### config.mk
export PLATFORM = sky130hd
export DESIGN_NAME = pdl_puf_eval_seq
export DESIGN_NICKNAME = d
export VERILOG_FILES = /design/src/rtl/pdl_puf_eval_seq.sv
export SDC_FILE = /design/constraint.sdc
export NUM_CORES = 1
export LEC_CHECK = 0
export BUFFER_PORTS_ARGS = -buffer_cell sky130_fd_sc_hd__buf_2
export CAP_MARGIN = 30
export CELL_PAD_IN_SITES_DETAIL_PLACEMENT = 1
export CELL_PAD_IN_SITES_GLOBAL_PLACEMENT = 2
export CORE_AREA = 2 2 230 232
export DETAILED_ROUTE_END_ITERATION = 7
export DIE_AREA = 0 0 232 234
export PLACE_DENSITY_LB_ADDON = 0.08
export SYNTH_ARGS = -nofsm -noshare
export SYNTH_HDL_FRONTEND = slang
export SYNTH_SLANG_ARGS = --single-unit
### constraint.sdc
create_clock -name clk -period 5.7 [get_ports clk]
set_input_delay 0.285 -clock clk [delete_from_list [all_inputs] [get_ports clk]]
set_output_delay 0.285 -clock clk [all_outputs]
set_load 0.05 [all_outputs]
### src/rtl/pdl_puf_eval_seq.sv
// pdl_puf_eval_seq
// Evaluation sequencer for the dual-core PDL arbiter PUF. For every one of the
// 32 response bits it fetches both cores' 125-bit delay-line configuration,
// holds it stable, fires a number of arbiter races, and majority-votes the
// synchronised arbiter outputs into one response bit per core.

module pdl_puf_eval_seq #(
    parameter int SETTLE_CYCLES = 8,
    parameter int RACE_CYCLES   = 4,
    parameter int SAMPLES       = 7,
    parameter int CNT_W         = 4
) (
    input  logic         clk,
    input  logic         reset,
    input  logic         start,
    output logic         busy,
    output logic         done,
    output logic         resp_valid,
    output logic [31:0]  resp_core0,
    output logic [31:0]  resp_core1,
    output logic         cfg_rd_en,
    output logic [4:0]   cfg_rd_addr,
    input  logic [127:0] cfg_core0_data,
    input  logic [127:0] cfg_core1_data,
    output logic [124:0] pdl_cfg0,
    output logic [124:0] pdl_cfg1,
    output logic         pdl_launch,
    input  logic         arb_out0,
    input  logic         arb_out1
);

    // One timer serves both the settle and the race wait, so size it for the longer.
    localparam int TMR_MAX = (SETTLE_CYCLES > RACE_CYCLES) ? SETTLE_CYCLES : RACE_CYCLES;
    localparam int TMR_W   = $clog2(TMR_MAX + 1);

    localparam logic [TMR_W-1:0] SETTLE_LAST = TMR_W'(SETTLE_CYCLES - 1);
    localparam logic [TMR_W-1:0] RACE_LAST   = TMR_W'(RACE_CYCLES - 1);
    localparam logic [CNT_W-1:0] SAMPLES_C   = CNT_W'(SAMPLES);
    localparam logic [CNT_W-1:0] HALF_C      = CNT_W'(SAMPLES / 2);
    localparam logic [CNT_W-1:0] ONE_C       = CNT_W'(1);

    typedef enum logic [3:0] {
        S_IDLE   = 4'd0,
        S_FETCH  = 4'd1,
        S_LOAD   = 4'd2,
        S_SETTLE = 4'd3,
        S_LAUNCH = 4'd4,
        S_RACE   = 4'd5,
        S_SAMPLE = 4'd6,
        S_VOTE   = 4'd7,
        S_DONE   = 4'd8
    } state_t;

    state_t             state_r;
    state_t             state_next_s;
    logic [TMR_W-1:0]   timer_r;
    logic [CNT_W-1:0]   sample_cnt_r;
    logic [CNT_W-1:0]   ones0_r;
    logic [CNT_W-1:0]   ones1_r;
    logic [4:0]         bit_idx_r;
    logic [31:0]        resp_core0_r;
    logic [31:0]        resp_core1_r;
    logic [124:0]       pdl_cfg0_r;
    logic [124:0]       pdl_cfg1_r;
    logic               busy_r;
    logic               done_r;
    logic               resp_valid_r;
    logic               cfg_rd_en_r;
    logic               pdl_launch_r;
    logic               arb0_meta_r;
    logic               arb0_sync_r;
    logic               arb1_meta_r;
    logic               arb1_sync_r;
    logic               unused_cfg_bits_s;

    // The top three bits of each configuration word carry no delay-line taps.
    assign unused_cfg_bits_s = ^{cfg_core0_data[127:125], cfg_core1_data[127:125]};

    // Strict majority of the race outcomes: more ones than half the races.
    function automatic logic majority(input logic [CNT_W-1:0] ones);
        majority = (ones > HALF_C);
    endfunction

    // Two-flop synchronisers for the asynchronous arbiter outputs.
    always_ff @(posedge clk) begin
        if (reset) begin
            arb0_meta_r <= 1'b0;
            arb0_sync_r <= 1'b0;
            arb1_meta_r <= 1'b0;
            arb1_sync_r <= 1'b0;
        end else begin
            arb0_meta_r <= arb_out0;
            arb0_sync_r <= arb0_meta_r;
            arb1_meta_r <= arb_out1;
            arb1_sync_r <= arb1_meta_r;
        end
    end

    // State register.
    always_ff @(posedge clk) begin
        if (reset) begin
            state_r <= S_IDLE;
        end else begin
            state_r <= state_next_s;
        end
    end

    // Next-state decode for the per-bit fetch / settle / race / vote sequence.
    always_comb begin
        state_next_s = state_r;
        case (state_r)
            S_IDLE: begin
                if (start) begin
                    state_next_s = S_FETCH;
                end else begin
                    state_next_s = S_IDLE;
                end
            end
            S_FETCH:  state_next_s = S_LOAD;
            S_LOAD:   state_next_s = S_SETTLE;
            S_SETTLE: begin
                if (timer_r == SETTLE_LAST) begin
                    state_next_s = S_LAUNCH;
                end else begin
                    state_next_s = S_SETTLE;
                end
            end
            S_LAUNCH: state_next_s = S_RACE;
            S_RACE: begin
                if (timer_r == RACE_LAST) begin
                    state_next_s = S_SAMPLE;
                end else begin
                    state_next_s = S_RACE;
                end
            end
            S_SAMPLE: begin
                if ((sample_cnt_r + ONE_C) < SAMPLES_C) begin
                    state_next_s = S_SETTLE;
                end else begin
                    state_next_s = S_VOTE;
                end
            end
            S_VOTE: begin
                if (bit_idx_r == 5'd31) begin
                    state_next_s = S_DONE;
                end else begin
                    state_next_s = S_FETCH;
                end
            end
            S_DONE:   state_next_s = S_IDLE;
            default:  state_next_s = S_IDLE;
        endcase
    end

    // Dwell timer: counts cycles spent in SETTLE or RACE, zero on every state change.
    always_ff @(posedge clk) begin
        if (reset) begin
            timer_r <= '0;
        end else if ((state_next_s == state_r) &&
                     ((state_r == S_SETTLE) || (state_r == S_RACE))) begin
            timer_r <= timer_r + TMR_W'(1);
        end else begin
            timer_r <= '0;
        end
    end

    // Datapath: config capture, race tallies, voting and bit index.
    always_ff @(posedge clk) begin
        if (reset) begin
            sample_cnt_r <= '0;
            ones0_r      <= '0;
            ones1_r      <= '0;
            bit_idx_r    <= 5'd0;
            resp_core0_r <= 32'd0;
            resp_core1_r <= 32'd0;
            pdl_cfg0_r   <= 125'd0;
            pdl_cfg1_r   <= 125'd0;
        end else begin
            case (state_r)
                S_IDLE: begin
                    if (start) begin
                        sample_cnt_r <= '0;
                        ones0_r      <= '0;
                        ones1_r      <= '0;
                        bit_idx_r    <= 5'd0;
                        resp_core0_r <= 32'd0;
                        resp_core1_r <= 32'd0;
                    end
                end
                S_LOAD: begin
                    pdl_cfg0_r   <= cfg_core0_data[124:0];
                    pdl_cfg1_r   <= cfg_core1_data[124:0];
                    sample_cnt_r <= '0;
                    ones0_r      <= '0;
                    ones1_r      <= '0;
                end
                S_SAMPLE: begin
                    ones0_r      <= ones0_r + {{(CNT_W-1){1'b0}}, arb0_sync_r};
                    ones1_r      <= ones1_r + {{(CNT_W-1){1'b0}}, arb1_sync_r};
                    sample_cnt_r <= sample_cnt_r + ONE_C;
                end
                S_VOTE: begin
                    resp_core0_r[bit_idx_r] <= majority(ones0_r);
                    resp_core1_r[bit_idx_r] <= majority(ones1_r);
                    if (bit_idx_r != 5'd31) begin
                        bit_idx_r <= bit_idx_r + 5'd1;
                    end
                end
                default: begin
                end
            endcase
        end
    end

    // Control outputs registered from the next state so they line up with the state.
    always_ff @(posedge clk) begin
        if (reset) begin
            busy_r       <= 1'b0;
            done_r       <= 1'b0;
            cfg_rd_en_r  <= 1'b0;
            pdl_launch_r <= 1'b0;
            resp_valid_r <= 1'b0;
        end else begin
            busy_r       <= (state_next_s != S_IDLE);
            done_r       <= (state_next_s == S_DONE);
            cfg_rd_en_r  <= (state_next_s == S_FETCH);
            pdl_launch_r <= (state_next_s == S_LAUNCH);
            if (state_next_s == S_DONE) begin
                resp_valid_r <= 1'b1;
            end else if ((state_r == S_IDLE) && start) begin
                resp_valid_r <= 1'b0;
            end
        end
    end

    assign busy        = busy_r;
    assign done        = done_r;
    assign resp_valid  = resp_valid_r;
    assign resp_core0  = resp_core0_r;
    assign resp_core1  = resp_core1_r;
    assign cfg_rd_en   = cfg_rd_en_r;
    assign cfg_rd_addr = bit_idx_r;
    assign pdl_cfg0    = pdl_cfg0_r;
    assign pdl_cfg1    = pdl_cfg1_r;
    assign pdl_launch  = pdl_launch_r;

endmodule

# Yosys cells after proc, flatten, opt, wreduce, memory -nomap -nowiden
# Index checks and enable logic that the tools add are counted.
totals:
  n_memories: 0
  reg_bits: 348
  rom_bits: 0
  in_bits: 261
  latch_bits: 0
  out_inout_bits: 324
  mem_bits_rw: 0
classes:
  shift: 0
  n_addsub: 5
  order_cmp: 5
  muxes: 22
  div: 0
  n_reduce_logical: 13
  bitwise: 1
  n_eq_ne: 17
  mul: 0
ops:
  columns: ["cell", "count"]
  rows:
  - ["$pmux 32 s2", 2]
  - ["$bwmux 32", 2]
  - ["$pmux 4 s3", 3]
  - ["$mux 32", 1]
  - ["$pmux 4 s8", 1]
  - ["$eq 4x3->1 const B", 6]
  - ["$eq 4x2->1 const B", 3]
  - ["$mux 5", 2]
  - ["$pmux 5 s2", 1]
  - ["$add 4x1->4", 2]
  - ["$add 4x1->4 const B", 2]
  - ["$eq 4x1->1 const B", 2]
  - ["$gt 4x2->1 const B", 2]
  - ["$mux 4", 2]
  - ["$lt 5x6->1 const B", 1]
  - ["$mux 3", 2]
  - ["$add 5x1->5 const B", 1]
  - ["$demux 1 s5", 1]
  - ["$eq 5x5->1 const B", 1]
  - ["$ge 5x1->1 const B", 1]
  - ["$ne 5x5->1 const B", 1]
  - ["$eq 4x4->1", 1]
  - ["$eq 4x4->1 const B", 1]
  - ["$logic_not 4->1", 1]
  - ["other kinds (13)", 21]

# Depth between registers and ports, before layout
# Gate-level depths: netlist of run 1.
depth:
  ltp_word: 8
  mapped_depth: 8

# Least setup slack after synthesis of run 1
# OpenSTA, ideal clock, no wires.
synth_timing:
  path_kind: "register to register"
  from: "reg bit_idx_r[3] (netlist: cfg_rd_addr[3])"
  to: "reg cfg_rd_en_r (netlist: cfg_rd_en)"
  path_stages_with_launch: 9
  setup_time_ps: 133
  arrival_time_ps: 2312
  n_path_buf: 2
  path_slack_ps: 3255
  path_cell_list: "dfxtp_1 > clkbuf_1 > clkbuf_1 > and3_1 > ha_1 > nand4b_1 > a21o_1 > a21boi_0 > nor4b_2"
synth_via:
  elab_chain_cells: 4
synth_lines:
  columns: ["element", "line", "text"]
  rows:
  - ["start: declaration", "60", "logic [4:0] bit_idx_r;"]
  - ["start signal: assignment", "206", "bit_idx_r <= bit_idx_r + 5'd1;"]
  - ["$eq 5x5->1", "144", "if (bit_idx_r == 5'd31) begin"]
  - ["$mux 4", "144", null]
  - ["$pmux 4 s8", "111", "case (state_r)"]
  - ["$eq 4x1->1", "226", "cfg_rd_en_r <= (state_next_s == S_FETCH);"]
  - ["end signal: assignment", "226", null]
  - ["end: declaration", "68", "logic cfg_rd_en_r;"]
# No other way between the ends.
# A chain may end at the register's enable or synchronous reset.

# Worst setup path in the final report of run 1
layout_timing:
  from: "reg state_r[1]"
  to: "reg pdl_cfg1_r[93] (netlist: pdl_cfg1[93])"
layout_via:
  elab_chain_cells: 1
layout_lines:
  columns: ["element", "line", "text"]
  rows:
  - ["start: declaration", "54", "state_t state_r;"]
  - ["start signal: assignment", "104", "state_r <= state_next_s;"]
  - ["$eq 4x2->1", "179", "case (state_r)"]
  - ["end signal: assignment", "192", "pdl_cfg1_r <= cfg_core1_data[124:0];"]
  - ["end: declaration", "64", "logic [124:0] pdl_cfg1_r;"]
# No other way between the ends.

==> results of run 1 <==
## where the power goes
group	internal (µW)	leakage [µW]	switching, µW
clock network	1620	0.000683	1090
registers	2590	0.00283	84.3
logic	405	0.00536	1030
## flip-flops by register name, summed over array words and instances (netlist names)
| signal | flops |
|---|---|
| pdl_cfg0 | 125 |
| pdl_cfg1 | 125 |
| resp_core0 | 32 |
| resp_core1 | 32 |
| cfg_rd_addr | 5 |
| ones0_r | 4 |
| ones1_r | 4 |
| sample_cnt_r | 4 |
| state_r | 4 |
| timer_r | 4 |
| arb0_meta_r | 1 |
| arb0_sync_r | 1 |
| arb1_meta_r | 1 |
| arb1_sync_r | 1 |
| busy | 1 |
| cfg_rd_en | 1 |
| done | 1 |
| pdl_launch | 1 |
| resp_valid | 1 |
## routing by layer
| layer | wire length (µm) | up-vias | global-route usage |
|---|---|---|---|
| met3 | 4231 | 87 | 0.06530 |
| met4 | 1764 | 4 | 0.06931 |
| met5 | 24 | - | 0 |
| li1 | - | 6899 | - |
| met1 | 23400 | 6726 | 0.2387 |
| met2 | 27410 | 385 | 0.3346 |
## synth_stat cells, drive strengths merged (9+ instances only)
| cell type | number |
|---|---|
| nand2 | 551 |
| dfxtp | 348 |
| a21oi | 320 |
| clkbuf | 72 |
| o21ai | 67 |
| buf | 60 |
| nor2 | 56 |
| nand4 | 16 |
| ha | 12 |
| a31oi | 10 |
| inv | 10 |
| o211ai | 9 |
## layout make-up
class	instances	share of cell area
Sequential cell	348	0.3450
Timing Repair Buffer	843	0.2758
Multi-Input combinational cell	1130	0.2654
Clock buffer	73	0.06792
Tap cell	688	0.04263
Inverter	10	0.001859
Clock inverter	3	0.0007436
Antenna cell	5	0.0006197
## per-stage QoR
step | cells | hold slack (ps) | cell area (µm²) | worst slack (ps)
2_1_floorplan | 1620 | 413.2 | 13020 | 3255
4_1_cts | 3095 | 275.0 | 20180 | 2759
3_3_place_gp | 2766 | 426.4 | 16240 | 2864
5_1_grt | 3099 | 296.9 | 20190 | 2499
6_report | 3100 | 268.9 | 20190 | 2819
3_5_place_dp | 2767 | 429.8 | 16270 | 2790
## how the worst max path moves through the flow
stage	start	to	slack, ps	cells past startpoint
after floorplan	cfg_rd_addr[3]$_SDFFE_PP0P_	cfg_rd_en$_SDFF_PP0_	3260	8
after global placement	state_r[1]$_SDFF_PP0_	pdl_cfg1[79]$_SDFFE_PP0P_	2860	5
after detailed placement	state_r[1]$_SDFF_PP0_	pdl_cfg1[79]$_SDFFE_PP0P_	2790	5
after CTS	state_r[1]$_SDFF_PP0_	pdl_cfg1[109]$_SDFFE_PP0P_	2760	5
after global routing	state_r[1]$_SDFF_PP0_	pdl_cfg1[79]$_SDFFE_PP0P_	2500	5
final	state_r[1]$_SDFF_PP0_	pdl_cfg1[93]$_SDFFE_PP0P_	2820	5
## timing repair
item,in CTS,in global routing
setup buffers,0,0
hold buffers,252,0
hold endpoints to repair,252,0
## cells by family (layout without fill, tap and decap cells)
| family | Yosys count | after routing | synth area share |
|---|---|---|---|
| and+or+nand+nor | 684 | 684 | 0.2205 |
| AOI/OAI and AO/OA | 419 | 419 | 0.1671 |
| DFF | 348 | 348 | 0.5353 |
| buffers and inverters | 142 | 929 | 0.05499 |
| adders and majority gates | 12 | 12 | 0.01154 |
| xor gates and xnor gates | 10 | 10 | 0.006729 |
| muxes | 5 | 5 | 0.003846 |
| other | 0 | 5 | 0 |
## critical path: cells and delay by family, from the launching register on
| family | cells | cell delay (ps) |
|---|---|---|
| AOI/OAI and AO/OA | 1 | 160 |
| buffers and inverters | 1 | 600 |
| DFF | 1 | 770 |
| and+or+nand+nor | 3 | 1210 |
==> metrics.cfg, run 1 <==
[final_layout]
syn_to_final_growth_pct=55.13
ff_latch_area_mm2=0.006967
fillers=6346
drive_gt1_frac=0.2750
multi_input_comb_area_mm2=0.005359
fin_nets=2650
final_common_cell=buf_2
final_cell_mix=buf_2 (577), nand2_1 (550), dfxtp_1 (348)
fin_util=0.3881

[critical_path]
crit_fanout=55
r2r-start=state_r[1]$_SDFF_PP0_
slowest_delay_ps=770
worst_ep_required_time_ps=6170
worstPathCellList=nor3b_2 -> and2_4 -> buf_4 -> nand2_1 -> a21oi_1
worstPathArrival_ps=3350
criticalPathCategory=register to register
endpoint_kind=register
startpoint_type=register
reg2reg_depth=5
regToRegSetupSlack_ps=2820
r2r-end=pdl_cfg1[93]$_SDFFE_PP0P_
slowest_stage=dfxtp_1

[timing]
fin_crit_ps=2881
setup_viol=0
period_share=0.5055
worst_pin_slew_ps=1185
finalMaxSlewViolations=0
max_slew_margin=0.2100
fmax_ghz=0.3471
grt_setup_unrepaired=false
hold_violations=0
fin_tns_setup_ps=0
fin_skew_ps=14.60

[worst_hold_path]
hp-class=input port to register
hp-start=reset
hold_end=pdl_cfg1[6]$_SDFFE_PP0P_
hold_depth=2

[logic_synthesis]
synth_area_leaders=dfxtp_1 (54%), nand2_1 (16%), a21oi_1 (12%)
syn_area_mm2=0.01301
synth_top_area_share=0.5353
synth_cell_types=46
ys_seq_area_frac=0.5353
synth_edf_count=0
yosysTopAreaCell=dfxtp_1
synthCells=1620
async_flop_share=0
yosys_warnings=0
synth_nets=1893
synth_area_per_cell_um2=8.034
synthFlopType=dfxtp_1
ys_ff_latch=348

[drt]
vias=14101
wl_um=56830
dr.pass1.iters=4
drt-initial-drc-count=571
post_drt_wl_per_cell_um=18.33
routed_via_density=4.549
postRouteAntennaNets=0
remaining_drc_errors=0

[placement]
hpwlAfterDp_um=38480
io_buffers=578
place.gp.congestion=0.7500

[grt]
grt_max_degree=224
gr-total-overflow=0
grt_pass1_wl_um=84380
track_usage=0.1993
first_global_vias=14224
antenna_found_initial=6

[die]
chipHeight_um=234
dieWidth_um=232
num_rows=84
start_util=0.2502
die_area_mm2=0.05429
core_area_mm2=0.05202
ioPinCount=585

[clock_network]
cts_resized=0
clkTransAtPathRegs_ps=50
h-tree-depth=2
numCtsBuffers=44
clkLatencyLatePin_ps=560
cts-root-buf=clkbuf_16
cts_sinks=348
cts_tree=yes
cts_buffer_depth=3

[pwr]
p_leak_uw=0.008878
total_power_uw=6824
p_per_area_mw_per_mm2=338.0
ir_drop_uv=204.3

[flow_run]
maxCapViolCount=0

[run_status]
status=finished clean

(Power assumes the default switching activity.)
==> run 2, diff against run 1 <==
--- a/config.mk
+++ b/config.mk
@@ -5,13 +5,13 @@
 export SDC_FILE = /design/constraint.sdc
 export NUM_CORES = 1
 export LEC_CHECK = 0
+export ABC_AREA = 1
 export BUFFER_PORTS_ARGS = -buffer_cell sky130_fd_sc_hd__buf_2
 export CAP_MARGIN = 30
 export CELL_PAD_IN_SITES_DETAIL_PLACEMENT = 1
 export CELL_PAD_IN_SITES_GLOBAL_PLACEMENT = 2
-export CORE_AREA = 2 2 230 232
+export CORE_UTILIZATION = 22
 export DETAILED_ROUTE_END_ITERATION = 7
-export DIE_AREA = 0 0 232 234
 export PLACE_DENSITY_LB_ADDON = 0.08
 export SYNTH_ARGS = -nofsm -noshare
 export SYNTH_HDL_FRONTEND = slang
==> constraint.sdc (replaced) <==
create_clock -name clk -period 2.62 [get_ports clk]
set_input_delay 0.131 -clock clk [delete_from_list [all_inputs] [get_ports clk]]
set_output_delay 0.131 -clock clk [all_outputs]
set_load 0.05 [all_outputs]
==> run 2 against run 1 <==
- routed wire length grew 1.3%
- sequential power grew 130%
- area after synthesis shrank 0.88%
- combinational power grew to 3.5 times the previous value
- utilization shrank 3.9 points
- worst setup slack lost 2200 ps
- power grew 150%
- clock skew shrank 4.7 ps
==> metrics.cfg, run 2 <==
[logic_synthesis]
syn_area_mm2=0.01290  ; -0.88%
async_flop_share=0  ; unchanged
synth_cell_types=30  ; -35%
synthFlopType=dfxtp_1
synth_area_leaders=dfxtp_1 (54%), nor2_1 (17%), o21ai_0 (8.3%)
synthCells=1657  ; +2.3%
synth_edf_count=0  ; unchanged
ys_ff_latch=348  ; unchanged
ys_seq_area_frac=0.5401  ; +0.004777
yosysMostFrequentCell=nor2_1
synth_area_per_cell_um2=7.785  ; -3.1%
synth_commonest_cells=nor2_1 (572), dfxtp_1 (348), o21ai_0 (214)
yosys_warnings=0  ; unchanged
synth_top_area_share=0.5401  ; +0.004777
synth_nets=1930  ; +2.0%
yosysTopAreaCell=dfxtp_1

[final_layout]
final_common_cell=buf_2
syn_to_final_growth_pct=56.45
final_cell_mix=buf_2 (578), nor2_1 (572), dfxtp_1 (348)
fin_nets=2722  ; +2.7%
drive_gt1_frac=0.2791  ; +0.004114

[drt]
vias=13972  ; -0.91%
post_drt_wl_per_cell_um=17.73  ; -3.3%
wl_um=57560  ; +1.3%
postRouteAntennaNets=0  ; unchanged
remaining_drc_errors=0  ; unchanged
routed_via_density=4.303  ; -5.4%
drt-initial-drc-count=435  ; -24%
dr.pass1.iters=6  ; +2

[grt]
grt_pass1_wl_um=87470  ; +3.7%
track_usage=0.1870  ; -0.01232
busiest_layer=met2
antenna_found_initial=4  ; -2
first_global_vias=14945  ; +5.1%
met1_usage=0.2118  ; -0.02692
use_met3=0.06058  ; -0.004717
gr-total-overflow=0  ; unchanged
grt_util_met2=0.3243  ; -0.01033
grt_max_degree=90  ; -60%

[clock_network]
cts_resized=0  ; unchanged
h-tree-depth=2  ; unchanged
clkLatencyLatePin_ps=560  ; about the same
cts_setup_buffers=0  ; unchanged
cts_tree=yes
hold_buffers=252  ; unchanged
cts_sinks=348  ; unchanged
cts-root-buf=clkbuf_16
numCtsBuffers=44  ; unchanged
clkTransAtPathRegs_ps=60  ; about the same
cts_buffer_depth=3  ; unchanged

[die]
start_util=0.2232  ; -0.02701
ioPinCount=585  ; unchanged
chipHeight_um=244.2  ; +4.3%
dieWidth_um=244.2  ; +5.2%
die_area_mm2=0.05961  ; +9.8%
num_rows=88  ; +4.8%
core_area_mm2=0.05781  ; +11%

[flow_run]
maxCapViolCount=0  ; unchanged

[critical_path]
worst_ep_required_time_ps=3110  ; -3060 ps
startpoint_type=register
criticalPathCategory=register to register
r2r-end=pdl_cfg1[32]$_SDFFE_PP0P_
crit_fanout=86  ; +56%
endpoint_kind=register
reg2reg_depth=6  ; +1
regToRegSetupSlack_ps=570  ; -2250 ps
setup.worst_path.end=pdl_cfg1[32]$_SDFFE_PP0P_
r2r-start=state_r[1]$_SDFF_PP0_
worstPathArrival_ps=2530  ; -820 ps
cp-startpoint=state_r[1]$_SDFF_PP0_

[timing]
fin_skew_ps=9.898  ; -4.703 ps
fin_tns_setup_ps=0  ; unchanged
period_share=0.7816  ; +0.2761
worst_pin_slew_ps=992.1  ; -193.0 ps
setup_viol=0  ; unchanged
fin_hold_ws_ps=104.2  ; -164.8 ps
grt_setup_unrepaired=false
fin_crit_ps=2048  ; -833.4 ps
fmax_ghz=0.4883  ; +41%
max_slew_margin=0.3386  ; +0.1286
hold_violations=0  ; unchanged
finalMaxSlewViolations=0  ; unchanged

[pwr]
internal_power_uw=10480  ; +130%
ir_drop_uv=390.9  ; +91%
p_switching_uw=6454  ; +190%
p_clk_frac=0.337  ; -0.060
switching_share=0.3812  ; +0.05794
pwr-share-comb=0.295  ; +0.084
p_per_area_mw_per_mm2=839.0  ; +150%
p_leak_uw=0.009669  ; +8.9%
seq_power_share=0.369  ; -0.023

[run_status]
status=finished clean

[placement]
hpwlAfterDp_um=40050  ; +4.1%
place.gp.congestion=0.7918  ; +5.6%
io_buffers=578  ; unchanged

[worst_hold_path]
hp-class=input port to register

## run 2: cell types whose count changed in the layout (fill, tap and decap cells not counted), moves of 12 or more
cell     change
nor2_1     +518
nand4_1     -15
o21ai_0    +197
inv_1       +23
a21oi_1    -238
nand2_1    -372
o21ai_2     +23
nand3_1     +12
## run 2: cells by family after synthesis
logic type	after synthesis	synth area share
buffers and inverters	141	0.06130
AND/OR/NAND/NOR	783	0.2339
flip-flops	348	0.5401
adder cells (fa/ha/maj)	12	0.01164
AO/OA/AOI/OAI	371	0.1517
XOR/XNOR	2	0.001358
## run 2: routing by layer
| layer | up-vias | share of wire |
|---|---|---|
| met4 | 2 | 0.034 |
| met2 | 385 | 0.48 |
| met3 | 92 | 0.075 |
| met1 | 6587 | 0.41 |
| met5 | - | 0.00023 |
| li1 | 6906 | - |
## run 2: how the worst min path moves through the flow
stage / startpoint / to / slack, ps / depth (start not counted)
global placement: arb_out0 / arb0_meta_r$_SDFF_PP0_ / 350 / 3
global route: reset / state_r[2]$_SDFF_PP0_ / 160 / 4
floorplan: arb_out0 / arb0_meta_r$_SDFF_PP0_ / 240 / 2
detailed placement: arb_out1 / arb1_meta_r$_SDFF_PP0_ / 350 / 3
CTS: start / state_r[0]$_SDFF_PP0_ / 90 / 5
finish: reset / state_r[2]$_SDFF_PP0_ / 100 / 4
## run 2: through the flow
stage / std cells / power, µW / setup slack (ps) / util / cell area, µm²
floorplan: 1657 / 9707 / 705.4 / - / 12900
global placement: 2916 / 11030 / 564.6 / 0.2826 / 16340
detailed placement: 2916 / 11050 / 572.1 / 0.2826 / 16340
CTS: 3244 / 17260 / 562.2 / 0.3490 / 20170
global route: 3247 / 17810 / 394.7 / 0.3491 / 20180
finish: 3247 / 16930 / 572.1 / 0.3491 / 20180
## run 2: worst max-delay path, stage by stage, from the launching register on
cell     delay (ps)
dfxtp_1         450
nand2_1         150
nor2_4          220
buf_12          300
buf_12          380
o21ai_0         150
nor2_1          130
## run 2: layout make-up
type                    count  area (µm²)
inverters                  37       153.9
fillers                  7137       37620
multi-input cells        1168        5142
repair buffers            850        5640
well taps                 765       957.2
flip-flops and latches    348        6967
diodes                      3       7.507
clock inverters             7       37.54
clock buffers              69        1276
## run 2: power groups by stage
stage / logic [µW] / registers, µW / clock network, µW
after floorplan: 1240 / 8470 / 0
after global placement: 4710 / 6320 / 0
after detailed placement: 4720 / 6330 / 0
after CTS: 5050 / 6240 / 5960
after global routing: 5320 / 6320 / 6170
final: 4990 / 6240 / 5700
==> run 3, diff against run 2 <==
--- a/config.mk
+++ b/config.mk
@@ -10,7 +10,7 @@
 export CAP_MARGIN = 30
 export CELL_PAD_IN_SITES_DETAIL_PLACEMENT = 1
 export CELL_PAD_IN_SITES_GLOBAL_PLACEMENT = 2
-export CORE_UTILIZATION = 22
+export CORE_UTILIZATION = 25
 export DETAILED_ROUTE_END_ITERATION = 7
 export PLACE_DENSITY_LB_ADDON = 0.08
 export SYNTH_ARGS = -nofsm -noshare
==> constraint.sdc (replaced) <==
create_clock -name clk -period 2.1 [get_ports clk]
set_input_delay 0.105 -clock clk [delete_from_list [all_inputs] [get_ports clk]]
set_output_delay 0.105 -clock clk [all_outputs]
set_load 0.05 [all_outputs]
==> run 3 against run 2 <==
- via count shrank 0.38%
- routed wire length shrank 3.4%
- worst setup slack lost 320 ps
- non-clock buffer count grew 1
- first-iteration DRC count grew 13%
- critical endpoint is now timer_r[0]$_SDFF_PP0_
==> metrics.cfg, run 3 (synthesis gave the netlist of run 2 again) <==
[grt]
antenna_found_initial=4  ; unchanged
grt_pass1_wl_um=85430  ; -2.3%
track_usage=0.2069  ; +0.01987
gr-total-overflow=0  ; unchanged
grt_max_degree=136  ; +51%
first_global_vias=14622  ; -2.2%

[drt]
drt-initial-drc-count=493  ; +13%
remaining_drc_errors=0  ; unchanged
routed_via_density=4.409  ; +2.5%
dr.pass1.iters=5  ; -1
post_drt_wl_per_cell_um=17.62  ; -0.62%
wl_um=55620  ; -3.4%
vias=13919  ; -0.38%
postRouteAntennaNets=0  ; unchanged

[clock_network]
h-tree-depth=2  ; unchanged
cts_sinks=348  ; unchanged
cts_setup_buffers=0  ; unchanged
clkLatencyLatePin_ps=550  ; about the same
cts-root-buf=clkbuf_16
clkTransAtPathRegs_ps=60  ; about the same
cts_buffer_depth=3  ; unchanged
cts_tree=yes
cts_resized=0  ; unchanged
numCtsBuffers=43  ; -2.3%

[die]
die_area_mm2=0.05251  ; -12%
chipHeight_um=229.2  ; -6.1%
start_util=0.2556  ; +0.03239
num_rows=82  ; -6.8%
dieWidth_um=229.2  ; -6.1%
core_area_mm2=0.05048  ; -13%
ioPinCount=585  ; unchanged

[critical_path]
startpoint_type=register
worstPathArrival_ps=2290  ; -240 ps
worst_ep_required_time_ps=2540  ; -570 ps
crit_fanout=23  ; -73%
criticalPathCategory=register to register
endpoint_kind=register

[run_status]
status=finished clean

[pwr]
p_switching_uw=7987  ; +24%
pwr-share-comb=0.293  ; -0.002
p_leak_uw=0.009745  ; +0.79%
internal_power_uw=13310  ; +27%
seq_power_share=0.365  ; -0.004
ir_drop_uv=595.5  ; +52%
p_clk_frac=0.342  ; +0.005
switching_share=0.3750  ; -0.006134
p_per_area_mw_per_mm2=1052  ; +25%

[final_layout]
drive_gt1_frac=0.2801  ; +0.0009842
fillers=6208  ; -13%
syn_to_final_growth_pct=56.87
fin_nets=2722  ; unchanged
final_cell_mix=buf_2 (578), nor2_1 (572), dfxtp_1 (348)
final_common_cell=buf_2

[timing]
hold_violations=0  ; unchanged
max_slew_margin=0.3806  ; +0.04197
grt_setup_unrepaired=false
period_share=0.8795  ; +0.09781
finalMaxSlewViolations=0  ; unchanged
fmax_ghz=0.5415  ; +11%
fin_skew_ps=15.15  ; +5.251 ps
worst_pin_slew_ps=929.1  ; -62.96 ps
fin_hold_ws_ps=98.65  ; -5.511 ps
fin_crit_ps=1847  ; -201.1 ps
fin_tns_setup_ps=0  ; unchanged
setup_viol=0  ; unchanged

[placement]
place.gp.congestion=0.8011  ; +1.2%
hpwlAfterDp_um=38790  ; -3.1%
io_buffers=578  ; unchanged

[worst_hold_path]
hp-class=input port to register

[flow_run]
maxCapViolCount=0  ; unchanged

-- run 3: changes by cell type in the layout (fill, tap and decap cells not counted), moves of 2 or more --
| cell | before | now |
|---|---|---|
| buf_4 | 14 | 6 |
| clkbuf_8 | 6 | 12 |
| buf_12 | 6 | 14 |
| clkbuf_1 | 18 | 16 |
| clkinv_2 | 6 | 4 |
-- run 3: power groups by stage --
stage	sequential, µW	combinational [µW]	clock, µW
6_report	7780	6240	7280
5_1_grt	7880	6650	7810
4_1_cts	7770	6300	7560
3_5_place_dp	7890	5880	0
3_3_place_gp	7860	5850	0
2_1_floorplan	10600	1540	0
-- run 3: worst paths after layout --
path | slack [ps] | endpoint | cells past startpoint | start
hold reg to reg | 400 | arb1_sync_r$_SDFF_PP0_ | 2 | arb1_meta_r$_SDFF_PP0_
hold / removal | 100 | state_r[0]$_SDFF_PP0_ | 5 | start
setup / recovery | 250 | timer_r[0]$_SDFF_PP0_ | 8 | state_r[1]$_SDFF_PP0_
setup reg to reg | 250 | timer_r[0]$_SDFF_PP0_ | 8 | state_r[1]$_SDFF_PP0_
-- run 3: per-layer routing --
metal  routed length, µm  global-route usage
met1               22840              0.2372
met4                1959             0.08250
met2               26650              0.3554
met5                  13                   0
met3                4156             0.06511
-- run 3: critical path, cell delays in order, from the launching register on --
cell,delay [ps]
dfxtp_1,470
nand2_1,140
nor2_4,280
buf_4,340
a21oi_1,150
nand2_1,100
nand2_1,50
nand3_1,140
nor2_1,60
-- run 3: final cells by class --
cell class,count,area (µm²),area share
flip-flops and latches,348,6967,0.3443
repair buffers,851,5751,0.2842
multi-input cells,1168,5142,0.2541
clock buffers,73,1351,0.06678
well taps,672,840.8,0.04155
inverters,37,153.9,0.007605
clock inverters,4,20.02,0.0009893
diodes,4,10.01,0.0004947
-- run 3: stage by stage --
step / setup WS [ps] / area [µm²] / total power (µW) / std cells / utilization
3_3_place_gp: 256.5 / 16320 / 13710 / 2823 / 0.3233
6_report: 253.1 / 20240 / 21300 / 3157 / 0.4009
4_1_cts: 217.4 / 20230 / 21630 / 3153 / 0.4007
2_1_floorplan: 185.4 / 12900 / 12110 / 1657 / -
3_5_place_dp: 235.3 / 16320 / 13770 / 2823 / 0.3233
5_1_grt: 57.87 / 20230 / 22340 / 3156 / 0.4008
-- run 3: timing repair --
item,in CTS,in global routing
hold endpoints to repair,253,0
hold buffers,253,0
endpoints found under the setup margin,0,0
